$ cat config.mk
export PLATFORM = sky130hd
export DESIGN_NAME = mem_bus_arbiter
export DESIGN_NICKNAME = d
export VERILOG_FILES = /design/src/rtl/mem_bus_arbiter.sv
export SDC_FILE = /design/constraint.sdc
export NUM_CORES = 1
export LEC_CHECK = 0
export CORE_UTILIZATION = 50
export CTS_CLUSTER_SIZE = 30
export DETAILED_ROUTE_END_ITERATION = 16
export DONT_BUFFER_PORTS = 1
export PLACE_DENSITY = 0.77
export SLEW_MARGIN = 0
export SYNTH_ARGS = -nofsm -noshare
export SYNTH_HDL_FRONTEND = slang
export SYNTH_SLANG_ARGS = --single-unit
$ cat constraint.sdc
create_clock -name clk -period 1.4 [get_ports clk]
set_input_delay 0.21 -clock clk [delete_from_list [all_inputs] [get_ports clk]]
set_output_delay 0.21 -clock clk [all_outputs]
set_load 0.01 [all_outputs]
$ cat src/rtl/mem_bus_arbiter.sv
// mem_bus_arbiter
//   Shares one synchronous RAM (1-cycle read latency) between a 6502-style CPU
//   and a DMA requester. The CPU normally wins. A DMA that keeps losing is
//   promoted to priority for a bounded burst, and then the bus goes back to
//   the CPU. Read data is returned to whichever master issued the read, using
//   a tagged one-cycle valid pulse.
//
// Ports
//   clk, reset                   clock; asynchronous active-low reset
//   cpu_req/rw/addr/wdata        CPU request (rw: 1 = read, 0 = write)
//   cpu_rdy                      CPU access accepted this cycle (combinational)
//   cpu_rdata/cpu_rvalid         CPU read return (data passthrough, registered valid)
//   dma_req/rw/addr/wdata        DMA request
//   dma_gnt                      DMA access accepted this cycle (combinational)
//   dma_rdata/dma_rvalid         DMA read return
//   mem_addr/wdata/we, mem_rdata memory pins
module mem_bus_arbiter #(
    parameter int ADDR_W        = 16,
    parameter int DATA_W        = 8,
    parameter int DMA_WAIT_MAX  = 8,
    parameter int DMA_BURST_MAX = 4
) (
    input  logic              clk,
    input  logic              reset,
    input  logic              cpu_req,
    input  logic              cpu_rw,
    input  logic [ADDR_W-1:0] cpu_addr,
    input  logic [DATA_W-1:0] cpu_wdata,
    output logic              cpu_rdy,
    output logic [DATA_W-1:0] cpu_rdata,
    output logic              cpu_rvalid,
    input  logic              dma_req,
    input  logic              dma_rw,
    input  logic [ADDR_W-1:0] dma_addr,
    input  logic [DATA_W-1:0] dma_wdata,
    output logic              dma_gnt,
    output logic [DATA_W-1:0] dma_rdata,
    output logic              dma_rvalid,
    output logic [ADDR_W-1:0] mem_addr,
    output logic [DATA_W-1:0] mem_wdata,
    output logic              mem_we,
    input  logic [DATA_W-1:0] mem_rdata
);

    localparam int WAIT_W  = $clog2(DMA_WAIT_MAX + 1);
    localparam int BURST_W = $clog2(DMA_BURST_MAX + 1);
    localparam logic [WAIT_W-1:0]  WAIT_LAST  = WAIT_W'(DMA_WAIT_MAX - 1);
    localparam logic [WAIT_W-1:0]  WAIT_SAT   = WAIT_W'(DMA_WAIT_MAX);
    localparam logic [BURST_W-1:0] BURST_LAST = BURST_W'(DMA_BURST_MAX);

    typedef enum logic { CPU_PRI = 1'b0, DMA_PRI = 1'b1 } pri_e;
    typedef enum logic [1:0] { TAG_NONE = 2'd0, TAG_CPU = 2'd1, TAG_DMA = 2'd2 } tag_e;

    pri_e               state_q,     state_d;
    logic [WAIT_W-1:0]  wait_cnt_q,  wait_cnt_d;
    logic [BURST_W-1:0] burst_cnt_q, burst_cnt_d;
    tag_e               rd_tag_q,    rd_tag_d;

    logic               cpu_win, dma_win, dma_lose;
    logic [BURST_W-1:0] burst_inc;

    // Grant decision. Holding reset low forces both grants to zero, so the
    // memory sees no write while the block is in reset.
    // NOTE: every signal assigned in always_comb gets a default first, so no
    // path through the block can leave a value unassigned and infer a latch.
    always_comb begin
        cpu_win = 1'b0;
        dma_win = 1'b0;
        if (reset) begin
            if (state_q == CPU_PRI) begin
                cpu_win = cpu_req;
                dma_win = dma_req & ~cpu_req;
            end else begin
                dma_win = dma_req;
                cpu_win = cpu_req & ~dma_req;
            end
        end
    end

    assign cpu_rdy  = cpu_win;
    assign dma_gnt  = dma_win;
    assign dma_lose = dma_req & ~dma_win;

    // Memory mux. When nothing is granted, the CPU side is parked on the pins.
    always_comb begin
        if (dma_win) begin
            mem_addr  = dma_addr;
            mem_wdata = dma_wdata;
            mem_we    = ~dma_rw;
        end else begin
            mem_addr  = cpu_addr;
            mem_wdata = cpu_wdata;
            mem_we    = cpu_win & ~cpu_rw;
        end
    end

    // Read data is a plain passthrough. The tag decides who sees the valid.
    assign cpu_rdata  = mem_rdata;
    assign dma_rdata  = mem_rdata;
    assign cpu_rvalid = (rd_tag_q == TAG_CPU);
    assign dma_rvalid = (rd_tag_q == TAG_DMA);

    assign burst_inc = burst_cnt_q + 1'b1;

    // Next-state logic for the priority FSM, the fairness counters and the
    // read tag.
    // NOTE: combinational next-state logic uses blocking (=) assignments, so
    // later lines can override the defaults set at the top of the block.
    always_comb begin
        state_d     = state_q;
        wait_cnt_d  = '0;
        burst_cnt_d = burst_cnt_q;
        rd_tag_d    = TAG_NONE;

        if (dma_lose) begin
            wait_cnt_d = (wait_cnt_q == WAIT_SAT) ? WAIT_SAT : wait_cnt_q + 1'b1;
        end

        if (state_q == CPU_PRI) begin
            // This loss completes DMA_WAIT_MAX consecutive losses, so the DMA
            // gets priority from the next cycle.
            if (dma_lose && (wait_cnt_q == WAIT_LAST)) begin
                state_d    = DMA_PRI;
                wait_cnt_d = '0;
            end
        end else begin
            if (!dma_req) begin
                state_d     = CPU_PRI;
                burst_cnt_d = '0;
            end else if (dma_win) begin
                if (burst_inc == BURST_LAST) begin
                    state_d     = CPU_PRI;
                    burst_cnt_d = '0;
                end else begin
                    burst_cnt_d = burst_inc;
                end
            end
        end

        if (cpu_win && cpu_rw) begin
            rd_tag_d = TAG_CPU;
        end else if (dma_win && dma_rw) begin
            rd_tag_d = TAG_DMA;
        end
    end

    // NOTE: sequential state uses non-blocking (<=) assignments, so every
    // register samples its pre-edge next-state value at the same time.
    always_ff @(posedge clk or negedge reset) begin
        if (!reset) begin
            state_q     <= CPU_PRI;
            wait_cnt_q  <= '0;
            burst_cnt_q <= '0;
            rd_tag_q    <= TAG_NONE;
        end else begin
            state_q     <= state_d;
            wait_cnt_q  <= wait_cnt_d;
            burst_cnt_q <= burst_cnt_d;
            rd_tag_q    <= rd_tag_d;
        end
    end

endmodule

==> results of run 1 <==
## where the power goes
group          internal [mW]  switching (mW)
Clock                 0.0992          0.0937
Sequential             0.311          0.0148
Combinational          0.158           0.133
Total                  0.568           0.242
## Yosys cell counts
master / n
nor3_1: 1
inv_1: 8
buf_2: 1
a22o_1: 2
nor4bb_1: 1
nor2b_1: 3
buf_4: 16
nand2_2: 1
nand3b_1: 1
ha_1: 5
o2bb2ai_1: 1
mux2_4: 18
dfrtp_1: 10
mux2i_1: 1
nand2_1: 5
nor2_1: 3
nand2b_1: 2
nor3_2: 1
mux2_2: 6
o21ai_0: 2
and2_1: 2
xor2_1: 1
nand3_1: 2
nor2b_4: 1
a211o_1: 1
buf_6: 3
nor2_8: 1
a31oi_1: 1
a21o_1: 1
a21oi_1: 2
a221oi_1: 1
## registers in the layout, indices dropped and copies added, names as in the netlist
register and count:
wait_cnt_q 4, state_q 1, burst_cnt_q 3, rd_tag_q 2
## cell usage in the layout (no fill, tap or decap), types with 2 or more instances in the layout
master    instances
a22o_1            2
and2_1            2
buf_4             6
nor2b_1           3
mux2_2            2
buf_6             4
nand2b_1          2
dfrtp_1          10
o21ai_0           2
ha_1              5
nor2_1            3
nor3_2            2
nand3_1           2
inv_1             8
clkbuf_4          3
mux2_4           22
nand2_1           5
## final cells by class
class                      instances  area, sq um
clock buffer                       3         22.5
multi-input combinational         66          677
fill                             165          841
sequential                        10          250
inverter                           8         30.0
tap                               27         33.8
timing repair buffer              13          148
## metal layers
layer / wire (um) / share of wire, % / up-vias
met5: 0 / 0 / -
met4: 74 / 3.0 / 0
met3: 242 / 9.9 / 19
met2: 1270 / 52 / 50
met1: 852 / 35 / 348
li1: - / - / 329
## critical path, delay by kind of cell, from the launching register on
family / cells / cell delay [ns]
flops: 1 / 0.40
buf+inv: 1 / 0.15
simple gates: 2 / 0.26
mux: 1 / 0.32
## kinds of logic after synthesis
| kind of cell | synth area share, % |
|---|---|
| AO/OA/AOI/OAI | 7.10 |
| XOR/XNOR | 0.802 |
| adder cells (fa/ha/maj) | 5.73 |
| buffers and inverters | 17.3 |
| flip-flops | 22.9 |
| multiplexers | 31.8 |
| AND/OR/NAND/NOR | 14.3 |
## worst paths after layout
check,cells after the start,start,slack (ns),end
worst min-delay path,1,reset,0.06,wait_cnt_q[2]$_DFF_PN0_
max in group asynchronous,1,reset,0.73,wait_cnt_q[0]$_DFF_PN0_
worst max register to register,4,state_q$_DFF_PN0_,0.05,state_q$_DFF_PN0_
worst min register to register,1,burst_cnt_q[1]$_DFFE_PN0P_,0.51,burst_cnt_q[1]$_DFFE_PN0P_
worst max-delay path,4,state_q$_DFF_PN0_,-0.20,mem_wdata[6]
min in group asynchronous,1,reset,0.34,burst_cnt_q[1]$_DFFE_PN0P_
## timing repair
item / 4_1_cts / 5_1_grt
setup buffers: 3 / 1
cloned: 1 / 0
pin swaps: 1 / 0
hold buffers: 1 / 0
gates resized for setup: 9 / 2
setup endpoints to repair: 26 / 27
endpoints found under the hold margin: 10 / 0
==> summary.txt, run 1 <==
status: finished with violations
failing checks: negative setup slack
top cell type's share of synthesized area: 24.7%
Die W: 48.7 um
worst slack, placed: 0.0404 ns
Iter 0 DRT Violations: 34
remaining global-route overflow: 0
max frequency: 0.625 GHz
Finished Cell Area: 1160 sq um
M1 GR Usage: 22.2%
via/cell ratio: 5.87
Final Hold Viols: 0
clock buffer depth: 2
count of different cell masters after synthesis: 31
global-route wire length before repair: 3620 um
Starting Density: 54.6%
post-synthesis net count: 171
Final Power: 0.809 mW
period utilisation layout: 114%
Synth area leaders: mux2_4, dfrtp_1, buf_4
M3 GR Usage: 5.97%
placed cell count: 118
largest net degree at the start of global routing: 13
CP Capture Type: primary output
CTS tree: done
# setup viols final: 26
area grow syn2layout: 6.30%
Core Rows: 16
Diodes inserted: 0
PwrDens: 697 nW/um^2
CTS Root Cell: clkbuf_4
GRT met2 Usage: 34.7%
dpl cell area: 1030 sq um
Max VDD drop: 0.548 mV
worst relative slew slack: 67.9%
worst hold path type: in -> reg
antenna-violating nets left: 0
Yosys reg bits: 10
Avg Cell Area, Syn: 10.5 sq um
share of post-route cells with drive strength above 1: 45.0%
die area: 2380 sq um
number of global-route vias before repair: 735
mapped cell area: 1090 sq um
fin nets: 169
Max-cap violations: 0
boundary pin count: 107
clock net sink count: 10
Worst Setup Path Type: reg -> out
Worst Path Max Fanout: 9
Vias: 746
Critical-path top delay cell: dfrtp_1
Leakage: 0.560 nW
DR DRC count: 0
min Tclk post-route: 1.60 ns
Yosys warnings: 0
Synth area leader: mux2_4
Final Hold Slack: 0.0618 ns
CP required: 1.19 ns
initial antenna violation count: 0
worst skew pair latency: 0.26 ns
Final Non-Filler Cells: 127
CTS H-tree lvls: 1
max-slew violations: 0
setup TNS: -4.84 ns
min setup slack post-route: -0.200 ns
I/O Buffers: 0
GRT Max-Usage Layer: met2
Routed WL: 2440 um
worst-path cell chain: nor2b_4 > nor2_8 > buf_16 > mux2_4
CP max stage delay: 0.40 ns
WL/cell: 19.2 um
sequential-to-total area share from yosys stat: 22.9%
core box area: 2000 sq um
Die Y: 48.7 um
Num CTS Buffers: 3
Mapped Cells: 104
Worst Max-Slew Pin Slew: 0.479 ns
Tot GR Track Use: 20.2%
Reg clk slew, reported paths: 0.06 ns
first drt pass iteration count: 4
gpl congestion: 0.824
HPWL after DPL: 1840 um
final core occ: 58.0%
RSZ-0062 raised after global routing: true
worst path arrival time: 1.39 ns
Critical Path Start Type: flop
Setup Skew: 0.00291 ns
(Power assumes the default switching activity.)
==> inputs of run 2 (changes only) <==
CELL_PAD_IN_SITES_DETAIL_PLACEMENT = 0   (was default)
CELL_PAD_IN_SITES_GLOBAL_PLACEMENT = 1   (was default)
CORE_ASPECT_RATIO = 1.75   (was default)
CORE_UTILIZATION = 38   (was 50)
PLACE_DENSITY = 0.84   (was 0.77)
==> summary.txt, run 2 (synthesis gave the netlist of run 1 again) <==
sw frac: 28.0%
Fillers: 263
WL/cell: 21.0 um
Multi-input gate area: 708 sq um
CTS Root Cell: clkbuf_8
clock net sink count: 10
Diodes inserted: 0
share of post-route cells with drive strength above 1: 44.4%
via/cell ratio: 5.90
worst hold path type: in -> reg
fin nets: 168
P_int: 0.652 mW
Max VDD drop: 0.419 mV
CP required: 1.19 ns
I/O Buffers: 0
largest net degree at the start of global routing: 13
Num CTS Buffers: 3
switching power: 0.254 mW
Largest register FFs: 4
Starting Density: 40.1%
initial antenna violation count: 0
commonest non-fill, non-tap cell in the layout: mux2_4
HPWL after DPL: 2050 um
status: finished with violations
area grow syn2layout: 6.99%
worst skew pair latency: 0.23 ns
worst path arrival time: 1.41 ns
CTS tree: done
setup TNS: -4.42 ns
antenna-violating nets left: 0
min Tclk post-route: 1.62 ns
Die W: 42.5 um
most frequent cells in the layout: mux2_4, dfrtp_1, inv_1, nand2_1, ha_1
Routed WL: 2640 um
Clk pwr share: 32.1%
max frequency: 0.619 GHz
DR DRC count: 0
Finished Cell Area: 1170 sq um
period utilisation layout: 115%
die area: 3100 sq um
Comb pwr share: 31.7%
remaining global-route overflow: 0
CP Capture Type: primary output
min setup slack post-route: -0.215 ns
PwrDens: 775 nW/um^2
Setup Skew: 0.00269 ns
Max-cap violations: 0
Largest regs: wait_cnt_q: 4 flops, burst_cnt_q: 3 flops, rd_tag_q: 2 flops
CTS H-tree lvls: 1
clock buffer depth: 2
dpl cell area: 997 sq um
worst relative slew slack: 67.9%
Final Hold Viols: 0
core box area: 2720 sq um
Reg clk slew, reported paths: 0.05 ns
Critical Path Start Type: flop
RSZ-0062 raised after global routing: true
# setup viols final: 26
GRT met2 Usage: 29.9%
worst slack, placed: -0.139 ns
boundary pin count: 107
Worst Path Max Fanout: 6
M3 GR Usage: 4.70%
Core Rows: 25
Worst Setup Path Type: reg -> out
max-slew violations: 0
Iter 0 DRT Violations: 15
GRT Max-Usage Layer: met2
Seq. cell area: 250 sq um
M1 GR Usage: 16.8%
first drt pass iteration count: 6
failing checks: negative setup slack
Die Y: 72.9 um
global-route wire length before repair: 3710 um
number of global-route vias before repair: 757
Worst Max-Slew Pin Slew: 0.479 ns
Leakage: 0.557 nW
Flop pwr share: 36.2%
gpl congestion: 0.757
Vias: 744
Biggest register: wait_cnt_q
Tot GR Track Use: 16.4%
==> run 2: power by group through the flow <==
stage / sequential, mW / clock [mW] / combinational, mW
floorplan: 0.329 / 0 / 0.262
global placement: 0.330 / 0 / 0.235
detailed placement: 0.332 / 0 / 0.248
CTS: 0.328 / 0.296 / 0.288
global route: 0.331 / 0.314 / 0.313
finish: 0.328 / 0.291 / 0.287
==> run 2: timing repair <==
action / in CTS / in global routing
setup endpoints to repair: 26 / 29
hold buffers: 1 / 0
gates resized for setup: 7 / 5
cloned: 2 / 0
setup buffers: 5 / 0
endpoints found under the hold margin: 10 / 0
pin swaps: 2 / 3
==> run 2: final cells by class <==
cell class | instances | area share, %
tap | 27 | 2.89
timing repair buffer | 10 | 8.99
clock buffer | 3 | 3.53
multi-input combinational | 68 | 60.6
inverter | 8 | 2.57
sequential | 10 | 21.4
==> run 2: critical path, stage by stage (launching register included) <==
cell     delay [ns]
dfrtp_1        0.38
nor2b_4        0.07
buf_6          0.12
nor2_4         0.24
mux2_4         0.36
==> run 2: metrics by stage <==
stage / power (mW) / hold WS (ns) / util [%] / instances
after detailed placement: 0.579 / -0.0851 / 36.6 / 115
after global routing: 0.958 / 0.0821 / 42.9 / 126
final: 0.906 / 0.0833 / 42.9 / 126
after floorplan: 0.591 / -0.0856 / - / 104
after global placement: 0.565 / -0.0851 / 36.6 / 115
after CTS: 0.911 / 0.0777 / 42.2 / 126
==> run 2: path summary, 6_finish.rpt <==
path	start	end	slack (ns)	cells past startpoint
setup / recovery	state_q$_DFF_PN0_	mem_addr[14]	-0.22	4
hold / removal	reset	wait_cnt_q[2]$_DFF_PN0_	0.08	1
setup reg to reg	wait_cnt_q[1]$_DFF_PN0_	wait_cnt_q[0]$_DFF_PN0_	0.05	4
hold reg to reg	burst_cnt_q[1]$_DFFE_PN0P_	burst_cnt_q[1]$_DFFE_PN0P_	0.51	1
max in group asynchronous	reset	wait_cnt_q[0]$_DFF_PN0_	0.70	1
min in group asynchronous	reset	state_q$_DFF_PN0_	0.38	1
==> run 2: layer usage <==
layer  wire, um  share of wire (%)
met5          0                  0
met4         52                2.0
met3        275                 10
met2       1450                 55
met1        861                 33
==> inputs of run 3 (changes only) <==
PLACE_DENSITY = default   (was 0.84)
PLACE_DENSITY_LB_ADDON = 0.1   (was default)
==> summary.txt, run 3 (synthesis gave the netlist of run 1 again) <==
status: finished with violations
failing checks: negative setup slack
Max VDD drop: 0.502 mV
Die Y: 72.9 um
Worst Path Max Fanout: 10
initial antenna violation count: 0
CP Capture Type: primary output
Vias: 726
CTS H-tree lvls: 1
Worst Max-Slew Pin Slew: 0.472 ns
area grow syn2layout: 9.05%
register-to-register path setup slack: 0.03 ns
largest net degree at the start of global routing: 13
Largest regs: wait_cnt_q: 4 flops, burst_cnt_q: 3 flops, rd_tag_q: 2 flops
R2R depth: 6
first drt pass iteration count: 2
Hold Path Origin: reset
Final Hold Slack: 0.0840 ns
worst slack, placed: 0.0213 ns
Leakage: 0.558 nW
worst path arrival time: 1.35 ns
fin nets: 170
M3 GR Usage: 5.45%
HPWL after DPL: 1800 um
Worst Setup Path Type: reg -> out
Multi-input gate area: 681 sq um
Reg clk slew, reported paths: 0.04 ns
antenna-violating nets left: 0
PwrDens: 751 nW/um^2
Worst R2R Start: state_q$_DFF_PN0_
DR DRC count: 0
Min-Delay Endpoint: wait_cnt_q[2]$_DFF_PN0_
share of post-route cells with drive strength above 1: 47.5%
I/O Buffers: 0
core box area: 2720 sq um
global-route wire length before repair: 3350 um
remaining global-route overflow: 0
Diodes inserted: 0
boundary pin count: 107
Core Rows: 25
Critical Path Start Type: flop
Seq. cell area: 250 sq um
CTS tree: done
Fillers: 257
max frequency: 0.641 GHz
Num CTS Buffers: 3
worst hold path type: in -> reg
Tot GR Track Use: 14.6%
Largest register FFs: 4
worst relative slew slack: 68.4%
Biggest register: wait_cnt_q
Iter 0 DRT Violations: 6
clock net sink count: 10
hold path cells: 1
worst r2r dst: wait_cnt_q[3]$_DFF_PN0_
worst skew pair latency: 0.23 ns
Starting Density: 40.1%
min Tclk post-route: 1.56 ns
GRT Max-Usage Layer: met2
clock buffer depth: 2
GRT met2 Usage: 23.9%
die area: 3100 sq um
Final Power: 0.894 mW
WL/cell: 17.7 um
# setup viols final: 26
number of global-route vias before repair: 740
M1 GR Usage: 15.9%
period utilisation layout: 111%
RSZ-0062 raised after global routing: true
Final Hold Viols: 0
most frequent cells in the layout: mux2_4, dfrtp_1, inv_1, buf_4, mux2_2
gpl congestion: 0.723
CTS Root Cell: clkbuf_8
Setup Skew: 0.000469 ns
Routed WL: 2270 um
CP required: 1.19 ns
min setup slack post-route: -0.161 ns
Die W: 42.5 um
commonest non-fill, non-tap cell in the layout: mux2_4
via/cell ratio: 5.67
max-slew violations: 0
Max-cap violations: 0
==> run 3: changes by cell type in the layout (fill, tap and decap cells not counted), moves of 2 or more <==
cell,delta
buf_4,+3
mux2_2,+6
mux2_4,-6
nor2_4,-2
==> run 3: repair_timing <==
| action | 4_1_cts | 5_1_grt |
|---|---|---|
| hold endpoints to repair | 10 | 0 |
| endpoints found under the setup margin | 27 | 31 |
| buffers inserted | 1 | 0 |
| pin swaps | 3 | 2 |
| hold buffers | 1 | 0 |
| gates cloned | 1 | 0 |
| resized for setup | 7 | 3 |
==> run 3: worst max-delay path by stage <==
stage / from / endpoint / slack (ns) / cells past startpoint
6_report: state_q$_DFF_PN0_ / mem_wdata[3] / -0.16 / 4
5_1_grt: state_q$_DFF_PN0_ / mem_addr[1] / -0.21 / 4
4_1_cts: state_q$_DFF_PN0_ / mem_wdata[3] / -0.17 / 4
3_5_place_dp: wait_cnt_q[0]$_DFF_PN0_ / wait_cnt_q[0]$_DFF_PN0_ / 0.02 / 5
3_3_place_gp: wait_cnt_q[0]$_DFF_PN0_ / wait_cnt_q[0]$_DFF_PN0_ / 0.06 / 5
2_1_floorplan: state_q$_DFF_PN0_ / mem_addr[12] / -0.002 / 5
==> run 3: per-layer routing <==
metal	vias up	routed length, um
met4	0	46
met5	-	0
met3	6	213
met1	336	791
li1	334	-
met2	50	1220
==> run 3: final cells by class <==
cell class	instances	share of cell area, %
repair buffers	14	13.0
clock buffers	3	3.47
well taps	27	2.84
inverters	8	2.52
multi-input cells	66	57.1
flip-flops and latches	10	21.0
==> run 3: power breakdown <==
group | total [mW] | internal (mW) | switching (mW) | leakage [nW]
sequential | 0.328 | 0.312 | 0.0158 | 0.124
clock | 0.295 | 0.188 | 0.107 | 0.0216
combinational | 0.272 | 0.149 | 0.123 | 0.413
total | 0.894 | 0.649 | 0.246 | 0.558
==> run 3: metrics by stage <==
step	std cells	TNS (ns)	utilization, %	cell area (sq um)
2_1_floorplan	104	-0.0188	-	1090
6_report	128	-3.77	43.8	1190
5_1_grt	128	-5.23	43.8	1190
3_3_place_gp	122	0	39.0	1060
4_1_cts	128	-4.15	43.2	1170
3_5_place_dp	122	0	39.0	1060
==> run 3: worst max-delay path, cell delays in order (launching register included) <==
cell	delay [ns]
dfrtp_1	0.38
nor2b_4	0.07
nor2_8	0.14
buf_12	0.15
mux2_2	0.38
